===== src/rtl/lmac_rx_unloader.sv =====
// lmac_rx_unloader: drains the LMAC RX FIFO into a framed valid/ready word stream with SOP/EOP repair.
// Define RX_UNLOADER_STATS_EN to add the rx_pkt_cnt/rx_err_cnt statistics counters and stats_clr.
module lmac_rx_unloader #(
    parameter int DATA_W        = 64,
    parameter int MAX_PKT_WORDS = 1200,
    parameter int CNT_W         = 32
) (
    input  logic              clk,
    input  logic              reset_,
    input  logic [DATA_W-1:0] rx_mac_data,
    input  logic [7:0]        rx_mac_ctrl,
    input  logic              rx_mac_empty,
    output logic              rx_mac_rd,
    output logic [DATA_W-1:0] m_data,
    output logic              m_sop,
    output logic              m_eop,
    output logic              m_valid,
    input  logic              m_ready,
    output logic              frm_err,
    output logic [1:0]        fsm_state
`ifdef RX_UNLOADER_STATS_EN
    ,
    output logic [CNT_W-1:0]  rx_pkt_cnt,
    output logic [CNT_W-1:0]  rx_err_cnt,
    input  logic              stats_clr
`endif
);

    typedef enum logic [1:0] {
        IDLE    = 2'd0,
        IN_PKT  = 2'd1,
        DISCARD = 2'd2
    } state_t;

    localparam logic [13:0] LAST_CNT = 14'(MAX_PKT_WORDS - 1);

    state_t            state, state_nxt;
    logic [13:0]       wcnt, wcnt_nxt;
    logic              inflight;
    logic [1:0]        skid_cnt;
    logic [DATA_W+1:0] skid0, skid1;   // {sop, eop, data}; skid0 is the head
    logic [DATA_W+1:0] skid_in;
    logic              push, push_sop, push_eop, pop;
    logic              word_s, word_e;
    logic [2:0]        used;
    logic              unused_ctrl;

    assign word_s      = rx_mac_ctrl[0];
    assign word_e      = rx_mac_ctrl[1];
    assign unused_ctrl = ^rx_mac_ctrl[7:2];
    assign fsm_state   = state;

    // Output handshake: a beat transfers on a cycle where m_valid & m_ready; while m_valid is high
    // and m_ready is low the head word (data/sop/eop) is held unchanged.
    assign m_valid = (skid_cnt != 2'd0);
    assign m_data  = skid0[DATA_W-1:0];
    assign m_sop   = m_valid & skid0[DATA_W+1];
    assign m_eop   = m_valid & skid0[DATA_W];
    assign pop     = m_valid & m_ready;

    // A word popped this cycle frees its slot in time for a read issued now, giving 1 word/cycle.
    assign used      = {1'b0, skid_cnt} + {2'b0, inflight} - {2'b0, pop};
    assign rx_mac_rd = reset_ & ~rx_mac_empty & (used < 3'd2);

    always_ff @(posedge clk or negedge reset_) begin
        if (!reset_) begin
            state    <= IDLE;
            wcnt     <= '0;
            inflight <= 1'b0;
        end else begin
            state    <= state_nxt;
            wcnt     <= wcnt_nxt;
            inflight <= rx_mac_rd;
        end
    end

    always_comb begin
        state_nxt = state;
        wcnt_nxt  = wcnt;
        push      = 1'b0;
        push_sop  = 1'b0;
        push_eop  = 1'b0;
        frm_err   = 1'b0;
        if (inflight) begin
            case (state)
                IN_PKT: begin
                    if (word_s) begin
                        // New start inside a packet: the old one stays open downstream.
                        push     = 1'b1;
                        push_sop = 1'b1;
                        frm_err  = 1'b1;
                        if (word_e) begin
                            push_eop  = 1'b1;
                            state_nxt = IDLE;
                        end else begin
                            wcnt_nxt = 14'd1;
                        end
                    end else if (word_e) begin
                        push      = 1'b1;
                        push_eop  = 1'b1;
                        state_nxt = IDLE;
                    end else if (wcnt == LAST_CNT) begin
                        push      = 1'b1;
                        push_eop  = 1'b1;
                        frm_err   = 1'b1;
                        state_nxt = DISCARD;
                    end else begin
                        push = 1'b1;
                        if (wcnt != 14'h3fff) wcnt_nxt = wcnt + 14'd1;
                    end
                end
                DISCARD: begin
                    if (word_s && !word_e) begin
                        push      = 1'b1;
                        push_sop  = 1'b1;
                        wcnt_nxt  = 14'd1;
                        state_nxt = IN_PKT;
                    end else if (word_e) begin
                        state_nxt = IDLE;
                    end
                end
                default: begin
                    if (word_s) begin
                        push     = 1'b1;
                        push_sop = 1'b1;
                        if (word_e) begin
                            push_eop = 1'b1;
                        end else begin
                            wcnt_nxt  = 14'd1;
                            state_nxt = IN_PKT;
                        end
                    end else begin
                        frm_err   = 1'b1;
                        state_nxt = word_e ? IDLE : DISCARD;
                    end
                end
            endcase
        end
    end

    assign skid_in = {push_sop, push_eop, rx_mac_data};

    always_ff @(posedge clk or negedge reset_) begin
        if (!reset_) begin
            skid_cnt <= 2'd0;
            skid0    <= '0;
            skid1    <= '0;
        end else begin
            case ({push, pop})
                2'b10: begin
                    if (skid_cnt == 2'd0) skid0 <= skid_in;
                    else                  skid1 <= skid_in;
                    skid_cnt <= skid_cnt + 2'd1;
                end
                2'b01: begin
                    skid0    <= skid1;
                    skid_cnt <= skid_cnt - 2'd1;
                end
                2'b11: begin
                    if (skid_cnt == 2'd1) begin
                        skid0 <= skid_in;
                    end else begin
                        skid0 <= skid1;
                        skid1 <= skid_in;
                    end
                end
                default: begin
                end
            endcase
        end
    end

`ifdef RX_UNLOADER_STATS_EN
    always_ff @(posedge clk or negedge reset_) begin
        if (!reset_) begin
            rx_pkt_cnt <= '0;
            rx_err_cnt <= '0;
        end else if (stats_clr) begin
            rx_pkt_cnt <= '0;
            rx_err_cnt <= '0;
        end else begin
            if (pop && m_eop) rx_pkt_cnt <= rx_pkt_cnt + CNT_W'(1);
            if (frm_err)      rx_err_cnt <= rx_err_cnt + CNT_W'(1);
        end
    end
`else
    // Statistics counters are not built in this configuration.
`endif

endmodule

===== config.mk =====
export PLATFORM = sky130hd
export DESIGN_NAME = lmac_rx_unloader
export DESIGN_NICKNAME = d
export VERILOG_FILES = /design/src/rtl/lmac_rx_unloader.sv
export SDC_FILE = /design/constraint.sdc
export NUM_CORES = 1
export LEC_CHECK = 0
export ABC_AREA = 1
export ABC_CLOCK_PERIOD_IN_PS = 4100
export CAP_MARGIN = 10
export CORE_MARGIN = 3
export CORE_UTILIZATION = 38
export CTS_CLUSTER_SIZE = 20
export DETAILED_ROUTE_END_ITERATION = 10
export PLACE_DENSITY = 0.63
export SETUP_SLACK_MARGIN = 0.05
export SKIP_LAST_GASP = 1
export SLEW_MARGIN = 10
export SYNTH_ARGS = -nofsm -noshare
export SYNTH_HDL_FRONTEND = slang
export SYNTH_SLANG_ARGS = --single-unit
export TNS_END_PERCENT = 1

===== constraint.sdc =====
create_clock -name clk -period 4.1 [get_ports clk]
set_input_delay 0.82 -clock clk [delete_from_list [all_inputs] [get_ports clk]]
set_output_delay 0.82 -clock clk [all_outputs]
set_load 0.1 [all_outputs]

-- Yosys cells after proc, flatten, opt, wreduce, memory -nomap -nowiden
Cells that the tools add are included.
- mux-type cells: 42
- magnitude comparators: 1
- eq/ne operators: 17
- add/subtract/negate cells: 5
- bitwise operators: 6
- reductions and logical operators: 12
- operator list (operator ; number):
    66-bit 2-to-1 mux ; 4
    66-bit one-hot mux with 3 select lines ; 1
    66-bit one-hot mux with 2 select lines ; 1
    14-bit 2-to-1 mux ; 7
    14-bit one-hot mux with 2 select lines ; 1
    2-bit 2-to-1 mux ; 8
    1-bit 2-to-1 mux ; 15
    14-bit by 1-bit adder with 14-bit output, second input constant ; 1
    14-bit by 11-bit == test with 1-bit output, second input constant ; 1
    14-bit != test, second input constant ; 1
    3-bit != test, second input constant ; 3
    2-bit != test, second input constant ; 4
    2-bit one-hot mux with 2 select lines ; 2
    2-bit by 1-bit == test with 1-bit output, second input constant ; 3
    2-bit == test, second input constant ; 3
    1-bit one-hot mux with 2 select lines ; 3
    3-bit AND reduction ; 2
    6-bit AND reduction ; 1
    2-bit nonzero test ; 3
    3-bit nonzero test ; 2
    1-bit bitwise AND ; 5
    4-bit by 2-bit != test with 1-bit output, second input constant ; 1
    4-bit != test, second input constant ; 1
    2-bit by 1-bit adder with 3-bit output ; 1
    9 further kinds ; 9
- flip-flop bits (word level): 151
- bits of input ports: 76
- output and inout port bits: 71
- word-level logic and storage cells: 89

-- Logic depth before layout (Yosys ltp)
Gate-level depths: netlist (run 1).
- depth after elaboration: 8
- mapped depth: 17
- gate-level depth less buffers: 15

-- Worst setup path after synthesis (run 1)
No wires, ideal clock.
- kind: register to output
- start point: reg skid_cnt[1]
- end point: out rx_mac_rd
- cell stages (with the launch flop): 11
- arrival: 5.701 ns
- buffers on the path: 1
- data required time: 3.280 ns
- path slack: -2.421 ns
- path through: dfrtp_1 inv_1 ha_1 inv_2 nand2_2 inv_2 clkbuf_1 ha_1 nor2_1 fa_1 nor4b_1
- word-level cells in the longest chain between the ends: 5
- elaborated cells on any way between the ends: 6
- classes of those cells: add/sub (2); order compare (1); bitwise (2); reduce/logical (1)
- ends and longest elaborated chain (what ; RTL line ; source):
    from (decl) ; 40 ; logic [1:0] skid_cnt;
    from (signal assigned) ; 153 ; skid_cnt <= skid_cnt + 2'd1;
    from (signal assigned) ; 157 ; skid_cnt <= skid_cnt - 2'd1;
    2-bit nonzero test ; 55 ; assign m_valid = (skid_cnt != 2'd0);
    via m_valid ; 17 ; output logic m_valid,
    1-bit bitwise AND ; 59 ; assign pop = m_valid & m_ready;
    3-bit by 1-bit subtractor with 3-bit output ; 62 ; assign used = {1'b0, skid_cnt} + {2'b0, inflight} - {2'b0, pop};
    3-bit by 2-bit < comparator with 1-bit output ; 63 ; assign rx_mac_rd = reset_ & ~rx_mac_empty & (used < 3'd2);
    1-bit bitwise AND ; 63 ;
    to (decl) ; 13 ; output logic rx_mac_rd,
The timed path passes the listed nets, and every way through them passes these cells.

-- Worst setup path in the final report (run 1)
- start point: in m_ready
- end point: out rx_mac_rd
- word-level cells in the longest chain between the ends: 4
- ends and longest elaborated chain (what ; RTL line ; source):
    from (decl) ; 18 ; input logic m_ready,
    1-bit bitwise AND ; 59 ;
    3-bit by 1-bit subtractor with 3-bit output ; 62 ;
    3-bit by 2-bit < comparator with 1-bit output ; 63 ;
    1-bit bitwise AND ; 63 ;
No other way between the ends.

==> metrics.md, run 1 <==
| Metric | Value |
|---|---|
| Clk Latency, worst-skew pair | `a little over 400 ps` |
| DRT antenna net count | `0` |
| Vias in the first global route | `around 6,500` |
| Worst path arrival time | `about 2900 ps` |
| PD cells | `~870 mW/mm^2` |
| Worst R2R Path Depth | `14` |
| Max Buffers Root-to-Sink | `2` |
| R2R Path Start | `skid_cnt[1]$_DFFE_PN0P_` |
| P&R area growth vs syn | `20.57%` |
| First-pass GRT wire length | `33.00 mm` |
| Tot Pwr | `between 8 and 9 mW` |
| Top delay family on crit path | `buffers and inverters` |
| Row cnt | `52` |
| CTS tree | `yes` |
| Max Cap Violations | `0` |
| F_max | `271.2 MHz` |
| # diodes | `0` |
| Post-CTS Hold Fix Bufs | `0` |
| Pins over their slew limit | `0` |
| Post-synthesis net count | `about 1,100` |
| Setup violators final | `0` |
| WS Path Type | `in -> out` |
| Pleak | `~4.6 nW` |
| Starting Density | `0.3927` |
| 1st-pass router iterations | `5` |
| DP Wirelength | `12.59 mm` |
| Die footprint | `about 0.023 mm^2` |
| VDD IR max | `0.0004719 V` |
| Sw frac | `0.5193` |
| Sum of negative setup slack | `0 ps` |
| DRC marker count from the first detailed-route iteration | `between 300 and 400` |
| Synth top area share | `0.4695` |
| Root Driver | `clkbuf_16` |
| Routed len/inst | `14.86 um` |
| Ports | `roughly 150` |
| Logic pwr share | `0.534` |
| Area leader, netlist | `dfrtp_1` |
| Pint | `4.064 mW` |
| Initial antenna violation count | `0` |
| Port Buf Inserts | `140` |
| NumNets Final | `1,160` |
| Largest net degree at the start of global routing | `133` |
| Clock share of power | `0.183` |
| Synth Instances | `between 1,000 and 1,500` |
| Required time worst endpoint | `about 3300 ps` |
| Routed WL | `between 20 and 25 mm` |
| TritonCTS Buffers | `17` |
| Gr ovfl total | `0` |
| Crit end category | `primary output` |
| Worst Path Buf+Inv | `3` |
| Die Ht | `around 150 um` |
| Die Wd | `~150 um` |
| Layout cells sized above 1 | `0.06164` |
| Final worst-path cycle share | `0.8993` |
| GPL Wtd Cong | `about 0.87` |
| Top cells by area, synth | `dfrtp_1, nand2_1, nand3_1` |
| Max_slew headroom | `0.3069` |
| Worst-path clk slew | `~60 ps` |
| Vias post-DR | `around 6,700` |
| Register share of total power | `0.283` |
| Cells along the critical path | `clkdlybuf4s50_1 > nand2_2 > inv_2 > ha_1 > nor2_1 > fa_1 > nor4b_4 > buf_12` |
| Worst-Margin Slew | `~1000 ps` |
| Psw | `between 4 and 5 mW` |
| GRT Util Overall | `0.1785` |
| Placeable Area | `between 0.02 and 0.025 mm^2` |
| Slowest CP cell | `clkdlybuf4s50_1` |
| Ys Warns | `0` |
| CP startpoint kind | `input port` |
| Clock Skews | `11.89 ps` |
| Synthesized area | `0.008049 mm^2` |
| Post-CTS resize count | `0` |
| RSZ-0062 raised after global routing | `no` |
| CTS H-Tree Depth | `4` |
| Reg2reg setup slack | `970 ps` |
| CTS Sinks | `151` |
| Status | `finished clean` |
| Tmin final | `about 3700 ps` |
| Synthesized flop and latch total | `between 150 and 200` |
| Residual DRC count | `0` |
| Worst Hold Class | `in -> async` |
| Postcts setup bufs | `0` |
| Hold Vio Cnt, Final | `0` |
| End of the worst register-to-register path | `skid0[46]$_DFFE_PN0P_` |
| Syn Area/Cell | `about 8 um^2` |
| Post-DR vias/cell | `around 5` |
| Yosys cell types | `34` |
| CP max stage delay | `470 ps` |
| Worst Path Max Fanout | `2` |
| Seq/Total Area, Yosys | `0.4695` |
[placed cells by master, fill, tap and decap left out, drive strengths merged]
master         instances
a21oi                  5
o211ai                 3
o21ai                155
dfrtp                151
nor4b                  1
clkbuf                18
bufinv                 2
nand4                  6
a21boi                 1
nor2                  25
nand3b                 1
ha                     9
o31ai                  2
o2111ai                1
or2                    1
inv                  106
nor3                   3
a22oi                  1
clkinvlp               2
fa                     1
buf                   15
xnor2                  3
clkinv                 7
clkdlybuf4s50        135
nand2                277
o22ai                  1
nand3                155
[flip-flops by register name, indices dropped and copies added, names as in the netlist]
name       flops
fsm_state      2
skid0         66
inflight       1
wcnt          14
skid1         66
skid_cnt       2
[cell usage after synthesis (all sizes together)]
master   count
xnor2        3
o21ai      155
or2          1
inv        103
o31ai        2
nor2        25
nand3b       1
nand4        6
nor4b        1
clkbuf      22
nand2      277
o2111ai      1
nand3      155
a22oi        1
o22ai        1
dfrtp      151
ha           9
o211ai       3
fa           1
a21boi       1
a21oi        5
buf        102
nor3         3
[cells by family (layout without fill, tap and decap cells)]
logic type      Yosys count  count (layout)  share of synthesized area
buf+inv                 227             285                     0.1488
simple gates            469             469                     0.2524
xor+xnor                  3               3                   0.003265
fa+ha+maj                10              10                    0.01648
flops                   151             151                     0.4695
compound gates          169             169                     0.1096
[worst max-delay path by stage]
stage	start	endpoint	slack, ps	cells past startpoint
2_1_floorplan	skid_cnt[1]$_DFFE_PN0P_	rx_mac_rd	60	10
3_3_place_gp	m_ready	skid0[50]$_DFFE_PN0P_	410	12
3_5_place_dp	m_ready	rx_mac_rd	430	8
4_1_cts	skid_cnt[1]$_DFFE_PN0P_	rx_mac_rd	390	10
5_1_grt	skid_cnt[1]$_DFFE_PN0P_	rx_mac_rd	280	10
6_report	m_ready	rx_mac_rd	410	8
[area by class of cell]
type / instances / area, um^2
repair buffers: 150 / 1505
clock inverters: 14 / 150.1
multi-input cells: 651 / 3112
fillers: 2046 / 10790
clock buffers: 18 / 429.2
flip-flops and latches: 151 / 3779
well taps: 270 / 337.8
inverters: 103 / 391.6
[power groups by stage]
stage | registers, mW | logic [mW] | clock network, mW
5_1_grt | 2.47 | 4.83 | 1.66
6_report | 2.39 | 4.52 | 1.55
2_1_floorplan | 2.39 | 3.86 | 0
4_1_cts | 2.40 | 4.56 | 1.59
3_5_place_dp | 2.42 | 4.55 | 0
3_3_place_gp | 2.40 | 4.51 | 0
[layer usage]
layer	wire [um]	part of all wire	up-vias	track usage
li1	-	-	3344	-
met1	9345	0.46	3160	0.2432
met2	9566	0.47	172	0.2943
met3	1071	0.053	15	0.03599
met4	180	0.0089	0	0.04178
met5	0	0	-	0
[through the flow]
stage,hold WS [ps],instances,area [um^2],worst slack [ps],util
6_report,338.3,1357,9704,412.9,0.4735
5_1_grt,341.7,1357,9704,277.8,0.4735
4_1_cts,344.8,1357,9704,388.4,0.4735
3_5_place_dp,474.2,1325,9125,425.4,0.4452
3_3_place_gp,466.3,1325,9125,408.9,0.4452
2_1_floorplan,453.8,1029,8083,57.74,-
(Power assumes the default switching activity.)
==> run 2: changes to the inputs <==
PLACE_DENSITY = not set   (was 0.63)
==> metrics.md, run 2 (same netlist as run 1, synthesis figures left out) <==
| Metric | Value |
|---|---|
| Die Ht | `151.5 um (unchanged)` |
| Post-CTS Hold Fix Bufs | `0 (unchanged)` |
| Routed WL | `20.19 mm (was 20.16 mm)` |
| NumNets Final | `1,161 (was 1,160)` |
| Dpl cell area | `0.009158 mm^2 (was 0.009125 mm^2)` |
| # diodes | `0 (unchanged)` |
| Commonest non-fill, non-tap cells in the layout | `nand2_1, nand3_1, dfrtp_1 (unchanged)` |
| Cells along the critical path | `clkdlybuf4s50_1 > nand2_2 > inv_2 > ha_1 > nor2_1 > fa_1 > nor4b_4 > buf_12 (unchanged)` |
| Pint | `4.048 mW (was 4.064 mW)` |
| Post-CTS resize count | `0 (unchanged)` |
| Worst Hold Class | `reg -> reg (was in -> async)` |
| DP Wirelength | `12.51 mm (was 12.59 mm)` |
| Max_slew headroom | `0.2998 (was 0.3069)` |
| GPL Wtd Cong | `0.8761 (was 0.8708)` |
| F_max | `267.3 MHz (was 271.2 MHz)` |
| Row cnt | `52 (unchanged)` |
| Status | `finished clean (unchanged)` |
| Postcts setup bufs | `0 (unchanged)` |
| WS Path Type | `in -> out (unchanged)` |
| Worst path arrival time | `2920 ps (was 2870 ps)` |
| GRT Util Overall | `0.1814 (was 0.1785)` |
| VDD IR max | `0.0006774 V (was 0.0004719 V)` |
| Dpl ws | `354.0 ps (was 425.4 ps)` |
| Register share of total power | `0.282 (was 0.283)` |
| CTS tree | `yes (unchanged)` |
| Layout cells sized above 1 | `0.06256 (was 0.06164)` |
| Root Driver | `clkbuf_16 (unchanged)` |
| Vias post-DR | `6,706 (was 6,691)` |
| Tot Pwr | `8.490 mW (was 8.455 mW)` |
| Worst Path Max Fanout | `2 (unchanged)` |
| Pleak | `4.638 nW (was 4.632 nW)` |
| Setup violators final | `0 (unchanged)` |
| Logic pwr share | `0.534 (about the same)` |
| Regs by FF count | `skid0 x66, skid1 x66, wcnt x14 (unchanged)` |
| TritonCTS Buffers | `17 (unchanged)` |
| Sum of negative setup slack | `0 ps (unchanged)` |
| Final worst-path cycle share | `0.9126 (was 0.8993)` |
| Tmin final | `3742 ps (was 3687 ps)` |
| Residual DRC count | `0 (unchanged)` |
| Placeable Area | `0.02049 mm^2 (unchanged)` |
| Top delay family on crit path | `buffers and inverters (unchanged)` |
| Sw frac | `0.5232 (was 0.5193)` |
| First-pass GRT wire length | `33.47 mm (was 33.00 mm)` |
| PD cells | `871.9 mW/mm^2 (was 871.3 mW/mm^2)` |
| Max Buffers Root-to-Sink | `2 (unchanged)` |
| Clock share of power | `0.184 (was 0.183)` |
| CP max stage delay | `470 ps (about the same)` |
| CP startpoint kind | `input port (unchanged)` |
| Worst-path clk slew | `60 ps (about the same)` |
| Clk Latency, worst-skew pair | `420 ps (was 410 ps)` |
| Post-DR vias/cell | `4.942 (was 4.931)` |
| Port Buf Inserts | `140 (unchanged)` |
| Slowest CP cell | `clkdlybuf4s50_1 (unchanged)` |
| Starting Density | `0.3927 (unchanged)` |
| DRT antenna net count | `0 (unchanged)` |
| 1st-pass router iterations | `5 (unchanged)` |
| Clock Skews | `9.974 ps (was 11.89 ps)` |
| Ports | `147 (unchanged)` |
| Commonest non-fill, non-tap cell in the layout | `nand2_1 (unchanged)` |
| Crit end category | `primary output (unchanged)` |
| Post-route cell area | `0.009738 mm^2 (was 0.009704 mm^2)` |
| CTS H-Tree Depth | `4 (unchanged)` |
| Die Wd | `151.5 um (unchanged)` |
| Psw | `4.442 mW (was 4.391 mW)` |
| RSZ-0062 raised after global routing | `no (unchanged)` |
| Required time worst endpoint | `3280 ps (about the same)` |
| Pins over their slew limit | `0 (unchanged)` |
| Die footprint | `0.02296 mm^2 (unchanged)` |
| PnR worst setup slack | `358.3 ps (was 412.9 ps)` |
| Worst-Margin Slew | `1047 ps (was 1036 ps)` |
| Worst Path Buf+Inv | `3 (unchanged)` |
| Max Cap Violations | `0 (unchanged)` |
| Vias in the first global route | `6,438 (was 6,513)` |
| Hold Vio Cnt, Final | `0 (unchanged)` |
| P&R area growth vs syn | `20.99% (was 20.57%)` |
| DRC marker count from the first detailed-route iteration | `479 (was 383)` |
| Largest net degree at the start of global routing | `113 (was 133)` |
| Routed len/inst | `14.88 um (was 14.86 um)` |
| CTS Sinks | `151 (unchanged)` |
| Gr ovfl total | `0 (unchanged)` |
| Layout Utilization | `0.4752 (was 0.4735)` |
| Initial antenna violation count | `0 (unchanged)` |
## run 2: cell count changes in the layout (fill, tap and decap cells not counted)
cell        delta
clkbuf_8       +1
clkinvlp_4     +1
buf_4          -1
clkinv_2       -4
buf_12         +2
inv_8          +3
clkbuf_1       -1
bufinv_16      -1
## run 2: routing by layer
metal,part of all wire,global-route usage,wire [um]
met1,0.47,0.2536,9443
met2,0.47,0.2874,9387
met3,0.055,0.03837,1118
met4,0.012,0.04852,237
met5,0,0,0
## run 2: power groups by stage
stage / clock (mW) / combinational, mW / sequential, mW
2_1_floorplan: 0 / 3.86 / 2.39
3_3_place_gp: 0 / 4.55 / 2.40
3_5_place_dp: 0 / 4.57 / 2.42
4_1_cts: 1.60 / 4.59 / 2.39
5_1_grt: 1.67 / 4.85 / 2.46
6_report: 1.56 / 4.53 / 2.39
## run 2: path summary, 6_finish.rpt
check | startpoint | endpoint | slack, ps | cells past startpoint
setup / recovery | m_ready | rx_mac_rd | 360 | 8
hold / removal | skid1[12]$_DFFE_PN0P_ | skid1[12]$_DFFE_PN0P_ | 490 | 2
setup reg to reg | skid_cnt[1]$_DFFE_PN0P_ | skid0[65]$_DFFE_PN0P_ | 1070 | 14
hold reg to reg | skid1[12]$_DFFE_PN0P_ | skid1[12]$_DFFE_PN0P_ | 490 | 2
max in group asynchronous | reset_ | skid1[14]$_DFFE_PN0P_ | 2400 | 3
min in group asynchronous | reset_ | skid0[57]$_DFFE_PN0P_ | 540 | 2
## run 2: cell type report
cell class | instances | area [um^2]
Clock inverter | 13 | 141.4
Inverter | 103 | 391.6
Multi-Input combinational cell | 651 | 3112
Clock buffer | 18 | 439.2
Fill cell | 2062 | 10760
Sequential cell | 151 | 3779
Timing Repair Buffer | 151 | 1538
Tap cell | 270 | 337.8
## run 2: through the flow
stage | cells | hold slack [ps]
2_1_floorplan | 1029 | 453.8
5_1_grt | 1357 | 512.3
4_1_cts | 1357 | 490.3
6_report | 1357 | 486.6
3_5_place_dp | 1326 | 473.7
3_3_place_gp | 1326 | 466.0
## run 2: tightest hold or removal path, cell delays in order, from the launching register on
cell,delay [ps]
dfrtp_1,340
nand2_1,50
o21ai_0,60
==> run 3: changes to the inputs <==
ABC_CLOCK_PERIOD_IN_PS = not set   (was 4100)
CAP_MARGIN = not set   (was 10)
==> results of run 3 <==
No change in the layout: final DEF, timing and power equal those of run 2.
